### src/rtl/str_hb_deci_mc.sv
// str_hb_deci_mc: multichannel half-band decimate-by-2 filter with a shared symmetric MAC, bypass and tlast framing
module str_hb_deci_mc #(
  parameter int DW = 24,
  parameter int CW = 18,
  parameter int NCH = 1,
  parameter int NTAP = 7,
  parameter logic signed [CW-1:0] COEF [(NTAP-3)/4+1] = '{-18'sd4096, 18'sd36864},
  parameter int FRAME = 16000
) (
  input  logic                                    clk,
  input  logic                                    rst_n,
  input  logic                                    bypass,
  input  logic [DW-1:0]                           s_axis_tdata,
  input  logic                                    s_axis_tvalid,
  output logic                                    s_axis_tready,
  output logic [DW-1:0]                           m_axis_tdata,
  output logic [(NCH > 1 ? $clog2(NCH) : 1)-1:0]  m_axis_tuser,
  output logic                                    m_axis_tlast,
  output logic                                    m_axis_tvalid,
  input  logic                                    m_axis_tready
);
  localparam int K = (NTAP - 3) / 4;
  localparam int UW = NCH > 1 ? $clog2(NCH) : 1;
  localparam int AW = DW + CW + 1 + $clog2(K + 2);
  localparam int PW = DW + CW + 1;
  localparam int MW = $clog2(K + 1);
  localparam int TW = $clog2(NTAP);
  localparam int FW = FRAME > 1 ? $clog2(FRAME) : 1;
  localparam int CI = (NTAP - 1) / 2;
  typedef enum logic [1:0] {IDLE, MAC, OUT} state_t;
  state_t state, state_n;
  logic signed [DW-1:0] dl [NCH][NTAP];
  logic [NCH-1:0] phase;
  logic [UW-1:0] ich, och;
  logic [MW-1:0] mi;
  logic [FW-1:0] fcnt;
  logic [TW-1:0] ia, ib;
  logic signed [AW-1:0] acc, acc_n, cen, rnd;
  logic signed [PW-1:0] prod;
  logic signed [DW:0] pair;
  logic [DW-1:0] sat;
  logic in_hs, out_hs, last;
  assign s_axis_tready = state == IDLE;
  assign m_axis_tvalid = state == OUT;
  assign in_hs = s_axis_tvalid && s_axis_tready;
  assign out_hs = m_axis_tvalid && m_axis_tready;
  assign last = state == MAC && mi == MW'(K);
  assign m_axis_tlast = m_axis_tvalid && FRAME != 0 && fcnt == FW'(FRAME - 1);
  // one symmetric pair per MAC cycle; the center tap joins on the final cycle
  always_comb begin
    ia = TW'(2 * mi);
    ib = TW'(NTAP - 1 - 2 * mi);
    pair = {dl[och][ia][DW-1], dl[och][ia]} + {dl[och][ib][DW-1], dl[och][ib]};
    prod = PW'(pair) * PW'(COEF[mi]);
    cen = AW'(dl[och][CI]) <<< (CW - 2);
    acc_n = acc + AW'(prod) + (last ? cen : AW'(0));
    rnd = (acc_n + (AW'(1) <<< (CW - 2))) >>> (CW - 1);
    sat = (&rnd[AW-1:DW-1] || ~|rnd[AW-1:DW-1]) ? rnd[DW-1:0] : {rnd[AW-1], {(DW-1){~rnd[AW-1]}}};
  end
  always_comb begin
    state_n = state;
    if (in_hs) state_n = bypass ? OUT : phase[ich] ? MAC : IDLE;
    else if (last) state_n = OUT;
    else if (out_hs) state_n = IDLE;
  end
  always_ff @(posedge clk or negedge rst_n)
    if (!rst_n) begin
      state <= IDLE;
      ich <= '0;
      och <= '0;
      mi <= '0;
      fcnt <= '0;
      acc <= '0;
      phase <= '0;
      m_axis_tdata <= '0;
      m_axis_tuser <= '0;
      for (int c = 0; c < NCH; c++)
        for (int j = 0; j < NTAP; j++) dl[c][j] <= '0;
    end else begin
      state <= state_n;
      if (in_hs) begin
        ich <= ich == UW'(NCH - 1) ? '0 : ich + UW'(1);
        if (bypass) begin
          m_axis_tdata <= s_axis_tdata;
          m_axis_tuser <= ich;
        end else begin
          for (int j = NTAP - 1; j > 0; j--) dl[ich][j] <= dl[ich][j-1];
          dl[ich][0] <= s_axis_tdata;
          phase[ich] <= ~phase[ich];
          och <= ich;
          acc <= '0;
          mi <= '0;
        end
      end
      if (state == MAC) begin
        acc <= acc_n;
        mi <= mi + MW'(1);
      end
      if (last) begin
        m_axis_tdata <= sat;
        m_axis_tuser <= och;
      end
      if (out_hs) fcnt <= fcnt == FW'(FRAME - 1) ? '0 : fcnt + FW'(1);
    end
endmodule
### config.mk
export PLATFORM = sky130hd
export DESIGN_NAME = str_hb_deci_mc
export DESIGN_NICKNAME = d
export VERILOG_FILES = /design/src/rtl/str_hb_deci_mc.sv
export SDC_FILE = /design/constraint.sdc
export NUM_CORES = 1
export LEC_CHECK = 0
export CORE_MARGIN = 3
export CORE_UTILIZATION = 69
export DETAILED_ROUTE_END_ITERATION = 12
export PLACE_DENSITY_LB_ADDON = 0.12
export SYNTH_ARGS = -nofsm -noshare
export SYNTH_HDL_FRONTEND = slang
export SYNTH_SLANG_ARGS = --single-unit
export TNS_END_PERCENT = 1
### constraint.sdc
create_clock -name clk -period 18 [get_ports clk]
set_clock_uncertainty 0.15 [all_clocks]
set_input_delay 4.5 -clock clk [delete_from_list [all_inputs] [get_ports clk]]
set_output_delay 4.5 -clock clk [all_outputs]
set_load 0.01 [all_outputs]
==> reports/results.ini <==
[job]
maxCapViolCount=0

[worst_hold_path]
hold_class=flip-flop to flip-flop
hold_path_end=phase$_DFFE_PN0P_
hp-start=phase$_DFFE_PN0P_
hold_depth=1

[synthesis]
synth_seq_area_share_pct=30.4
synth-main-ff-cell=dfrtp_1
syn-num-nets=2321
netlist_area_um2=20000
ys_warn_count=0
ys_types=85
synthArstFlopShare_pct=100
ys_seq_elements=243
avgSynthCellArea_um2=10.1
synth_cells=1991
synth_edf_count=0

[placement]
gp_congestion=0.922
place_hpwl_mm=33.6
numPortBuffers=55
place_area_um2=20800

[critical_path]
worstPathMaxFanout=71
cp_top_family=adder cells
reg2reg_depth=37
worstSetupStartpointType=flip-flop
critPathSlowestCell=a31oi_4
path_class=flip-flop to flip-flop
cp_num_buf_inv=6
r2r-end=m_axis_tdata[1]$_DFFE_PN0P_
r2r_slack_ps=5960
r2r_start=mi$_DFFE_PN0P_
arrival_ps=12310
crit_required_ps=18280
cpPeakStageDelay_ps=730
cp-end-kind=flip-flop

[floorplan]
rows=61
core_um2=28200
floorplan.initialDensity_pct=71.1
die-height_um=176
num_io_pins=57
die_area_um2=31100
die_w_um=176

[detailed_routing]
vias_per_cell=5.92
drc=0
num_vias=14200
first_iter_violations=853
wirelength_mm=44.6
ant_nets=0
wl_per_cell_um=18.6
dr.pass1.iters=7

[layout]
final_common_cell=inv_1
final_cell_area_um2=21600
drive_gt1_share_pct=16.1
antenna_cells=0
areaGrowthSynthToFinish_pct=8.17
final_nets=2336
layout_common_cells=inv_1 (365), dfrtp_1 (242), mux2_2 (215)

[cts]
htreeDepth=1
cts_buffers=26
root_buffer=clkbuf_16
insertion_delay_ps=540
numClockSinks=243
cts_tree=done
cts_hold_buf=0
cts.clk_slew.worst_paths_ps=70
cts_buffer_depth=3
post-cts-setup-buffer-count=0
cts_resized=0

[grt]
grt_pass1_wl_mm=73.2
grt_pass1_vias=14700
grt_max_degree=205
gr-total-overflow=0
grt_use_total_pct=29.2
antenna_found_initial=0

[sta]
period_share_pct=66.9
fmax_mhz=83.1
final-hold-violation-count=0
worst_pin_slew_ps=1130
setup_viol=0
slew_headroom_pct=23.5
finalSetupTns_ps=0
final.min_clock_period_ps=12040
rsz0062_at_grt=no
slew_violations=0

[outcome]
status=finished, final reports clean

## worst max path at each step
stage / endpoint / cells after the start / startpoint / slack, ps
global route: m_axis_tdata[1]$_DFFE_PN0P_ / 37 / mi$_DFFE_PN0P_ / 5350
global placement: m_axis_tdata[1]$_DFFE_PN0P_ / 37 / mi$_DFFE_PN0P_ / 6360
CTS: m_axis_tdata[1]$_DFFE_PN0P_ / 37 / mi$_DFFE_PN0P_ / 6060
detailed placement: m_axis_tdata[1]$_DFFE_PN0P_ / 37 / mi$_DFFE_PN0P_ / 6100
finish: m_axis_tdata[1]$_DFFE_PN0P_ / 37 / mi$_DFFE_PN0P_ / 5960
floorplan: m_axis_tdata[14]$_DFFE_PN0P_ / 44 / mi$_DFFE_PN0P_ / 7640
## sequential cells by signal, summed over array words and instances (netlist names)
register,flops
acc,33
dl,168
fcnt,14
m_axis_tdata,24
mi,1
phase,1
state,2
## cell usage after synthesis, types with 32 or more instances
master,n,share of area (%)
nor2_1,110,2.1
a21o_1,32,1.2
mux2_2,215,12
xor2_1,45,2.0
nand2_1,114,2.1
o21ai_0,47,1.2
inv_1,365,6.8
a21oi_1,47,1.2
and3_1,37,1.2
clkbuf_1,56,1.1
dfrtp_1,243,30
xnor2_1,50,2.2
ha_1,171,11
fa_1,130,13
## final cells by class
class	instances	area [µm²]
well taps	378	473
multi-input cells	1306	12300
repair buffers	64	636
inverters	365	1370
flip-flops and latches	243	6080
fillers	1847	6520
clock buffers	37	753
clock inverters	8	72.6
## worst reg2reg max path, delay by kind of cell (launching register included)
kind / cells / cell delay, ps
buffers and inverters: 6 / 950
AO/OA/AOI/OAI: 7 / 2060
flip-flops: 1 / 650
multiplexers: 1 / 450
XOR/XNOR: 2 / 980
AND/OR/NAND/NOR: 12 / 2810
adder cells (fa/ha/maj): 9 / 3920
## metrics by stage
stage	hold WS (ps)	util, %	cells	setup slack, ps
after detailed placement	322	73.9	2356	6100
after global routing	360	76.9	2401	5350
final	333	76.9	2401	5960
after global placement	310	73.9	2356	6360
after CTS	335	76.9	2401	6060
after floorplan	292	-	1991	7640
## cell families (layout without fill, tap and decap cells)
group | Yosys count | count (layout) | synth area share, %
AO/OA/AOI/OAI | 272 | 272 | 10.2
XOR/XNOR | 97 | 97 | 4.36
adder cells (fa/ha/maj) | 303 | 303 | 23.8
buffers and inverters | 442 | 474 | 8.47
flip-flops | 243 | 243 | 30.4
multiplexers | 222 | 222 | 12.4
other | 1 | 1 | 0.0187
AND/OR/NAND/NOR | 411 | 411 | 10.3
## metal layers
| layer | vias to the layer above | routed length (µm) | track usage (%) |
|---|---|---|---|
| li1 | 6655 | - | - |
| met1 | 7066 | 17600 | 35.9 |
| met2 | 369 | 23200 | 52.4 |
| met3 | 116 | 1640 | 2.88 |
| met4 | 0 | 2100 | 12.6 |
| met5 | - | 0 | 0 |
Power is not shown: default switching activity piles up to over one toggle a cycle in this logic, so the estimate is an artifact.
